### src/rtl/alu_seq.sv
// Registered ALU with a start/busy/done handshake: single-cycle ops answer at latency 1, MUL at
// latency WIDTH, SHLN/SHRN at latency amt. A start seen while busy is dropped, never queued.
module alu_seq #(
  parameter int WIDTH = 8,
  parameter int SHW   = $clog2(WIDTH)
) (
  input  logic             clk,
  input  logic             reset,
  input  logic             start,
  input  logic [4:0]       ALUOp,
  input  logic [WIDTH-1:0] inA,
  input  logic [WIDTH-1:0] inB,
  input  logic             c_i,
  output logic             busy,
  output logic             done,
  output logic [WIDTH-1:0] rslt,
  output logic [WIDTH-1:0] rslt_hi,
  output logic             c_o,
  output logic             zero,
  output logic             equal,
  output logic             gt,
  output logic             lt
);

  localparam logic [4:0] OP_ADD  = 5'b00111;
  localparam logic [4:0] OP_SUB  = 5'b01110;
  localparam logic [4:0] OP_DEC  = 5'b00010;
  localparam logic [4:0] OP_XOR  = 5'b10000;
  localparam logic [4:0] OP_AND  = 5'b01111;
  localparam logic [4:0] OP_OR   = 5'b10101;
  localparam logic [4:0] OP_LSR  = 5'b10001;
  localparam logic [4:0] OP_LSL  = 5'b10011;
  localparam logic [4:0] OP_RRC  = 5'b10010;
  localparam logic [4:0] OP_RLC  = 5'b10100;
  localparam logic [4:0] OP_ASR  = 5'b11000;
  localparam logic [4:0] OP_CMP  = 5'b00101;
  localparam logic [4:0] OP_MUL  = 5'b11001;
  localparam logic [4:0] OP_SHLN = 5'b11010;
  localparam logic [4:0] OP_SHRN = 5'b11011;

  typedef enum logic {S_IDLE, S_RUN} state_t;
  typedef enum logic [1:0] {M_MUL, M_SHL, M_SHR} mode_t;

  state_t             state_q;
  mode_t              mode_q;
  logic [SHW-1:0]     cnt_q;
  logic [2*WIDTH-1:0] prod_q;
  logic [2*WIDTH-1:0] mcand_q;
  logic [WIDTH-1:0]   mplier_q;
  logic [WIDTH-1:0]   sh_q;
  logic               shc_q;
  logic               busy_q;
  logic               done_q;
  logic [WIDTH-1:0]   rslt_q;
  logic [WIDTH-1:0]   rslt_hi_q;
  logic               c_o_q;
  logic               zero_q;
  logic               equal_q;
  logic               gt_q;
  logic               lt_q;

  logic [SHW-1:0]     amt;
  logic [WIDTH-1:0]   op_rslt;
  logic               op_co;
  logic               op_eq;
  logic               op_gt;
  logic               op_lt;
  logic               op_cmp;
  logic               op_known;
  logic               op_zero;
  logic               op_multi;

  assign amt = inB[SHW-1:0];

  // For SHLN/SHRN this also produces the first shift step when the op goes multi-cycle.
  always_comb begin
    op_rslt  = '0;
    op_co    = 1'b0;
    op_eq    = 1'b0;
    op_gt    = 1'b0;
    op_lt    = 1'b0;
    op_cmp   = 1'b0;
    op_known = 1'b1;
    case (ALUOp)
      OP_ADD: {op_co, op_rslt} = {1'b0, inA} + {1'b0, inB} + {{WIDTH{1'b0}}, c_i};
      OP_SUB: {op_co, op_rslt} = {1'b0, inA} - {1'b0, inB} + {{WIDTH{1'b0}}, c_i};
      OP_DEC: op_rslt = inA - WIDTH'(1);
      OP_XOR: op_rslt = inA ^ inB;
      OP_AND: op_rslt = inA & inB;
      OP_OR:  op_rslt = inA | inB;
      OP_LSR: begin
        op_rslt = {1'b0, inA[WIDTH-1:1]};
        op_co   = inA[0];
      end
      OP_LSL: begin
        op_rslt = {inA[WIDTH-2:0], 1'b0};
        op_co   = inA[WIDTH-1];
      end
      OP_RRC: begin
        op_rslt = {c_i, inA[WIDTH-1:1]};
        op_co   = inA[0];
      end
      OP_RLC: begin
        op_rslt = {inA[WIDTH-2:0], c_i};
        op_co   = inA[WIDTH-1];
      end
      OP_ASR: op_rslt = {inA[WIDTH-1], inA[WIDTH-1:1]};
      OP_CMP: begin
        op_cmp = 1'b1;
        op_eq  = (inA == inB);
        op_gt  = ($signed(inA) > $signed(inB));
        op_lt  = ($signed(inA) < $signed(inB));
      end
      OP_MUL: op_rslt = '0;
      OP_SHLN: begin
        if (amt != '0) begin
          op_rslt = {inA[WIDTH-2:0], 1'b0};
          op_co   = inA[WIDTH-1];
        end else begin
          op_rslt = inA;
        end
      end
      OP_SHRN: begin
        if (amt != '0) begin
          op_rslt = {1'b0, inA[WIDTH-1:1]};
          op_co   = inA[0];
        end else begin
          op_rslt = inA;
        end
      end
      default: op_known = 1'b0;
    endcase
    op_zero  = op_cmp ? op_eq : (op_known && (op_rslt == '0));
    op_multi = (ALUOp == OP_MUL) ||
               (((ALUOp == OP_SHLN) || (ALUOp == OP_SHRN)) && (amt > SHW'(1)));
  end

  logic [2*WIDTH-1:0] prod_nx;
  logic [WIDTH-1:0]   sh_nx;
  logic               sh_out;

  assign prod_nx = prod_q + (mplier_q[0] ? mcand_q : '0);
  assign sh_nx   = (mode_q == M_SHL) ? {sh_q[WIDTH-2:0], 1'b0} : {1'b0, sh_q[WIDTH-1:1]};
  assign sh_out  = (mode_q == M_SHL) ? sh_q[WIDTH-1] : sh_q[0];

  // The accepting edge already performs the first iteration, so the counter starts one short.
  always_ff @(posedge clk or posedge reset) begin
    if (reset) begin
      state_q   <= S_IDLE;
      mode_q    <= M_MUL;
      cnt_q     <= '0;
      prod_q    <= '0;
      mcand_q   <= '0;
      mplier_q  <= '0;
      sh_q      <= '0;
      shc_q     <= 1'b0;
      busy_q    <= 1'b0;
      done_q    <= 1'b0;
      rslt_q    <= '0;
      rslt_hi_q <= '0;
      c_o_q     <= 1'b0;
      zero_q    <= 1'b0;
      equal_q   <= 1'b0;
      gt_q      <= 1'b0;
      lt_q      <= 1'b0;
    end else begin
      done_q <= 1'b0;
      case (state_q)
        S_IDLE: begin
          if (start) begin
            if (op_multi) begin
              state_q <= S_RUN;
              busy_q  <= 1'b1;
              if (ALUOp == OP_MUL) begin
                mode_q   <= M_MUL;
                prod_q   <= inB[0] ? {{WIDTH{1'b0}}, inA} : '0;
                mcand_q  <= {{(WIDTH-1){1'b0}}, inA, 1'b0};
                mplier_q <= {1'b0, inB[WIDTH-1:1]};
                cnt_q    <= SHW'(WIDTH-1);
              end else begin
                mode_q <= (ALUOp == OP_SHLN) ? M_SHL : M_SHR;
                sh_q   <= op_rslt;
                shc_q  <= op_co;
                cnt_q  <= amt - SHW'(1);
              end
            end else begin
              done_q    <= 1'b1;
              rslt_q    <= op_rslt;
              rslt_hi_q <= '0;
              c_o_q     <= op_co;
              zero_q    <= op_zero;
              equal_q   <= op_eq;
              gt_q      <= op_gt;
              lt_q      <= op_lt;
            end
          end
        end
        S_RUN: begin
          cnt_q <= cnt_q - SHW'(1);
          if (mode_q == M_MUL) begin
            prod_q   <= prod_nx;
            mcand_q  <= {mcand_q[2*WIDTH-2:0], 1'b0};
            mplier_q <= {1'b0, mplier_q[WIDTH-1:1]};
          end else begin
            sh_q  <= sh_nx;
            shc_q <= sh_out;
          end
          if (cnt_q == SHW'(1)) begin
            state_q <= S_IDLE;
            busy_q  <= 1'b0;
            done_q  <= 1'b1;
            equal_q <= 1'b0;
            gt_q    <= 1'b0;
            lt_q    <= 1'b0;
            if (mode_q == M_MUL) begin
              rslt_q    <= prod_nx[WIDTH-1:0];
              rslt_hi_q <= prod_nx[2*WIDTH-1:WIDTH];
              c_o_q     <= |prod_nx[2*WIDTH-1:WIDTH];
              zero_q    <= (prod_nx == '0);
            end else begin
              rslt_q    <= sh_nx;
              rslt_hi_q <= '0;
              c_o_q     <= sh_out;
              zero_q    <= (sh_nx == '0);
            end
          end
        end
        default: state_q <= S_IDLE;
      endcase
    end
  end

  assign busy    = busy_q;
  assign done    = done_q;
  assign rslt    = rslt_q;
  assign rslt_hi = rslt_hi_q;
  assign c_o     = c_o_q;
  assign zero    = zero_q;
  assign equal   = equal_q;
  assign gt      = gt_q;
  assign lt      = lt_q;

endmodule

### config.mk
export PLATFORM = sky130hd
export DESIGN_NAME = alu_seq
export DESIGN_NICKNAME = d
export VERILOG_FILES = /design/src/rtl/alu_seq.sv
export SDC_FILE = /design/constraint.sdc
export NUM_CORES = 1
export LEC_CHECK = 0
export ABC_AREA = 1
export CORE_MARGIN = 3
export CORE_UTILIZATION = 61
export DETAILED_ROUTE_END_ITERATION = 6
export GPL_TIMING_DRIVEN = 0
export PLACE_DENSITY = 0.91
export SLEW_MARGIN = 20
export SYNTH_ARGS = -nofsm -noshare
export SYNTH_HDL_FRONTEND = slang
export SYNTH_SLANG_ARGS = --single-unit
### constraint.sdc
create_clock -name clk -period 3.3 [get_ports clk]
set_clock_uncertainty 0.05 [all_clocks]
set_input_delay 0.66 -clock clk [delete_from_list [all_inputs] [get_ports clk]]
set_output_delay 0.66 -clock clk [all_outputs]
set_load 0.1 [all_outputs]
# Word-level counts from Yosys, hierarchy flattened
# Cells that the tools add are included.
# classes
eq_ne,26
magnitude_cmp,3
muxes,83
n_reduce_logical,19
addsub,8
n_div,0
n_bitwise,4
multipliers,0
shifts,0
# ops
op,count
$mux W8,20
$mux W16,9
$pmux W8 S13,1
$pmux W16 S2,2
$pmux W8 S2,4
$eq A5 B5 Y1 const B,10
$mux W1,32
$add A9 B1 Y9,2
$add A16 B16 Y16,1
$logic_not A16 Y1,1
$logic_not A8 Y1,2
$pmux W1 S2,8
$reduce_or A15 Y1,1
$ne A2 B2 Y1 const B,6
$eq A5 B3 Y1 const B,2
$eq A5 B4 Y1 const B,2
$add A8 B8 Y9,1
$mux W3,3
$reduce_and A3 Y1,3
$sub A8 B8 Y9,1
$and A8 B8 Y8,1
$eq A8 B8 Y1,1
$gt A8 B8 Y1,1
$lt A8 B8 Y1,1
other kinds (21),28
# word_totals
ramBits,0
latch_bits,0
memories,0
romBits,0
elab_cells,159
regBits,77

# Longest topological paths before layout
# depth
word_depth,9
depth_mapped,20
ltp_nobuf,20

# Worst setup path before layout
# OpenSTA, ideal clock, no wires.
# synth_timing
path_kind,input to register
from,input inA[2]
to,"register rslt_q[5], in the netlist rslt[5]"
required_time_ns,3.115
path_buffers,1
t_arrival_ns,2.441
setup_time_ns,0.135
stages,13
setup_slack_ns,0.674
cell_sequence,inv_1 ha_1 buf_2 inv_1 ha_1 a21oi_1 inv_1 a21oi_1 nand3_1 nand3_1 nand2_1 o21ai_0 a31oi_1
# synth_via
elab_chain_len,6
word_cells_on_any_way,9
cone_classes,add/sub: 5; mux: 4
# synth_lines
item,line_no,rtl
start: declaration,11,"input logic [WIDTH-1:0] inA,"
$sub A8 B8 Y9 / $add A8 B8 Y9 (equally long branches),"86, 85",
"$add A9 B1 Y9, on equally long branches","86, 85",
$pmux W8 S13 (*),84,case (ALUOp)
$mux W8 (*),171,if (op_multi) begin
$mux W8 (*),170,if (start) begin
$pmux W8 S2 (*),168,case (state_q)
end signal: assignment,188,rslt_q <= op_rslt;
end signal: assignment,216,rslt_q <= prod_nx[WIDTH-1:0];
end signal: assignment,221,rslt_q <= sh_nx;
end: declaration,54,logic [WIDTH-1:0] rslt_q;
# Every way passes the cells marked *; elsewhere a longest branch is shown, timed or not. The select of a mux whose other input is x is not followed.
# A chain may end at the register's enable or synchronous reset.

# Worst setup path in the final report
# layout_timing
from,input inA[1]
to,"register zero_q, in the netlist zero"
# layout_via
elab_chain_len,9
word_cells_on_any_way,19
cone_classes,add/sub: 5; eq/ne: 1; mux: 8; bitwise: 3; reduce/logical: 2
# layout_lines
item,line_no,rtl
$sub A8 B8 Y9 / $add A8 B8 Y9 (equally long branches),"86, 85",
"$add A9 B1 Y9, on equally long branches","86, 85",
$pmux W8 S13,84,
$logic_not A8 Y1,133,op_zero = op_cmp ? op_eq : (op_known && (op_rslt == '0));
$logic_and A1 B1 Y1,133,
$mux W1 (*),133,
$mux W1 (*),171,
$mux W1 (*),170,
$pmux W1 S2 (*),168,
end signal: assignment,191,zero_q <= op_zero;
end signal: assignment,219,zero_q <= (prod_nx == '0);
end signal: assignment,224,zero_q <= (sh_nx == '0);
end: declaration,57,logic zero_q;
# Marks and branches as above.

==> flow_summary.yaml <==
status:
  status: "completed"
floorplan:
  num_io_pins: 48
  fp.dieW_um: 112
  placementRows: 37
  die_area_sq_um: 12400
  fp.dieH_um: 112
  coreArea_sq_um: 10600
  initial_core_util: 0.641
drt:
  num_vias: 7244
  wl_per_cell_um: 17.2
  viasPerCell: 5.99
  routed_wirelength_um: 20800
  drc: 0
  drt_iter0_markers: 788
  detail-route-antenna-nets: 0
  first_pass_iters: 6
place:
  portBuffers: 44
  dp.cells: 1195
  place_area_sq_um: 7440
  place_ws_ns: -0.685
  dpl.hpwl_um: 16300
  gp_congestion: 1.02
logic_synthesis:
  synth_nets: 1098
  synth-main-ff-cell: "dfrtp_1"
  netlist_area_sq_um: 6800
  ys_seq_area_frac: 0.276
  synth_cell_types: 56
  synthCells: 1014
  synth_edf_count: 0
  ys_async_sr_fraction: 1.00
  ys_seq_elements: 75
  postSynthAreaPerCell_sq_um: 6.71
  ys.warnings.count: 0
run:
  drv_cap: 0
clock_network:
  cts_buffer_depth: 2
  cts_setup_buffers: 0
  cts_tree: "built"
  clk_pin_slew_ns: 0.08
  post_cts_resized: 17
  numCtsBuffers: 9
  h-tree-depth: 3
  numClockSinks: 75
  cts_root_buf: "clkbuf_8"
  hold_buffers: 0
  clk_latency_ns: 0.37
critical_path:
  path_class: "in -> reg"
  r2r_slack_ns: 0.27
  critPathLaunchType: "input pin"
  crit_fanout: 7
  required_ns: 3.55
  end_kind: "flop"
  critPathArrivalTime_ns: 3.45
global_routing:
  overflow: 0
  grt_max_degree: 58
  antenna_found_initial: 0
  first_global_vias: 6756
  grt_pass1_wl_um: 34100
  grt_util_all_layers: 0.339
pwr:
  p_per_area_nw_per_um2: 939
  ir_worst_vdd_v: 0.000912
  leakage_nw: 4.02
timing:
  slew_headroom: 0.334
  fin_ws_ns: 0.100
  setup_violations: 0
  tns_ns: 0
  drv_slew: 0
  tightest_slew_ns: 0.996
  period_share: 0.970
  report.final.hold_viol_count: 0
  finalCriticalPeriod_ns: 3.20
  fmax_ghz: 0.313
  rsz0062_at_grt: "no"
layout:
  syn2layout_area_growth_pct: 14.1
  n_antenna_cell: 0
  utilization: 0.732
  finalInstanceArea_sq_um: 7760
  nets: 1153
  fin_cells: 1210
  drive_above_1_share: 0.0940
min_path:
  holdCritPathClass: "reg -> reg"
[placed cells by master (no fill, tap or decap), types with 21 or more instances in the layout]
cell             synthesis  final
ha_1                    52     49
a31oi_1                 21     21
nand3_1                 78     78
inv_1                  133    127
clkdlybuf4s50_1          0     32
nor2_1                 117    117
o21ai_0                 74     72
dfrtp_1                 75     75
nand2_1                260    260
a21oi_1                 38     37
[through the flow]
step,hold WS [ns],power [mW]
detailed placement,0.422,6.13
floorplan,0.398,4.99
CTS,0.443,7.16
finish,0.443,7.28
global route,0.477,7.85
global placement,0.414,6.03
[cell type report]
cell class | count | area (sq um)
inverters | 147 | 557
clock inverters | 6 | 136
well taps | 136 | 170
clock buffers | 10 | 138
flip-flops and latches | 75 | 1880
fillers | 902 | 2840
plain buffers | 24 | 149
repair buffers | 45 | 467
multi-input cells | 767 | 4270
[Yosys cell counts, types with 3 or more instances]
master | count | area, sq um
xor2_1 | 6 | 52.6
nand2_2 | 6 | 37.5
xnor2_1 | 6 | 52.6
fa_1 | 7 | 140
inv_1 | 133 | 499
a22oi_1 | 4 | 30.0
a31oi_1 | 21 | 131
nor2_1 | 117 | 439
o211ai_1 | 3 | 22.5
nand2_1 | 260 | 976
o21ai_1 | 3 | 15.0
nor3_1 | 6 | 30.0
inv_2 | 12 | 45.0
o22ai_1 | 10 | 62.6
buf_4 | 4 | 30.0
nor4_1 | 3 | 18.8
nor2_4 | 8 | 90.1
o21a_1 | 3 | 22.5
clkbuf_1 | 8 | 30.0
dfrtp_1 | 75 | 1880
nand2_4 | 3 | 33.8
nand4_1 | 18 | 113
ha_1 | 52 | 651
or2_2 | 5 | 31.3
nor2_2 | 7 | 43.8
buf_6 | 3 | 33.8
o21ai_0 | 74 | 370
a21oi_1 | 38 | 190
nand3b_1 | 5 | 37.5
buf_2 | 7 | 35.0
nand3_1 | 78 | 390
[kinds of logic (layout without fill, tap and decap cells)]
kind of cell	count (synthesis)	count (layout)	share of synthesized area
buf+inv	172	232	0.104
compound gates	174	174	0.148
mux	1	1	0.00147
simple gates	521	521	0.339
fa+ha+maj	59	59	0.116
flops	75	75	0.276
xor+xnor	12	12	0.0155
[critical path, cell delays in order]
cell and delay [ns]:
clkdlybuf4s15_1 0.44, inv_2 0.21, ha_4 0.32, fa_1 0.46, xor2_1 0.20, nor2_1 0.09
nor2_1 0.17, nand3_1 0.11, nor2_1 0.11, nand2_1 0.06, inv_1 0.05, nand2_1 0.04
nor2_1 0.10, nand4_1 0.09, nand2_1 0.10, nand3_1 0.12, nand2_1 0.11
[routing by layer]
layer | global-route usage | part of all wire | vias to the layer above | wire [um]
met5 | 0 | 0 | - | 0
met4 | 0.144 | 0.035 | 0 | 727
met3 | 0.0641 | 0.096 | 62 | 1990
met2 | 0.543 | 0.46 | 404 | 9500
met1 | 0.453 | 0.41 | 3363 | 8610
li1 | - | - | 3415 | -
[power by group]
part / total, mW / internal (mW) / switching, mW
registers: 1.62 / 1.35 / 0.273
clock network: 0.975 / 0.601 / 0.374
logic: 4.69 / 1.39 / 3.30
total: 7.28 / 3.34 / 3.94
[flip-flops by register name (all words and copies together) (netlist names), 2 cells and up]
name / cells
sh_q: 8
prod_q: 16
rslt_hi: 8
mcand_q: 15
mode_q: 2
rslt: 8
mplier_q: 7
cnt_q: 3
[path summary, 6_finish.rpt]
| kind | cells after the start | end | from |
|---|---|---|---|
| max reg2reg | 14 | zero | mplier_q[0] |
| max | 17 | zero | inA[1] |
| min in group asynchronous | 2 | prod_q[11] | reset |
| max in group asynchronous | 3 | prod_q[7] | reset |
| min reg2reg | 1 | busy | busy |
| min | 1 | busy | busy |
Note: power is estimated with default switching activity, not from simulation.
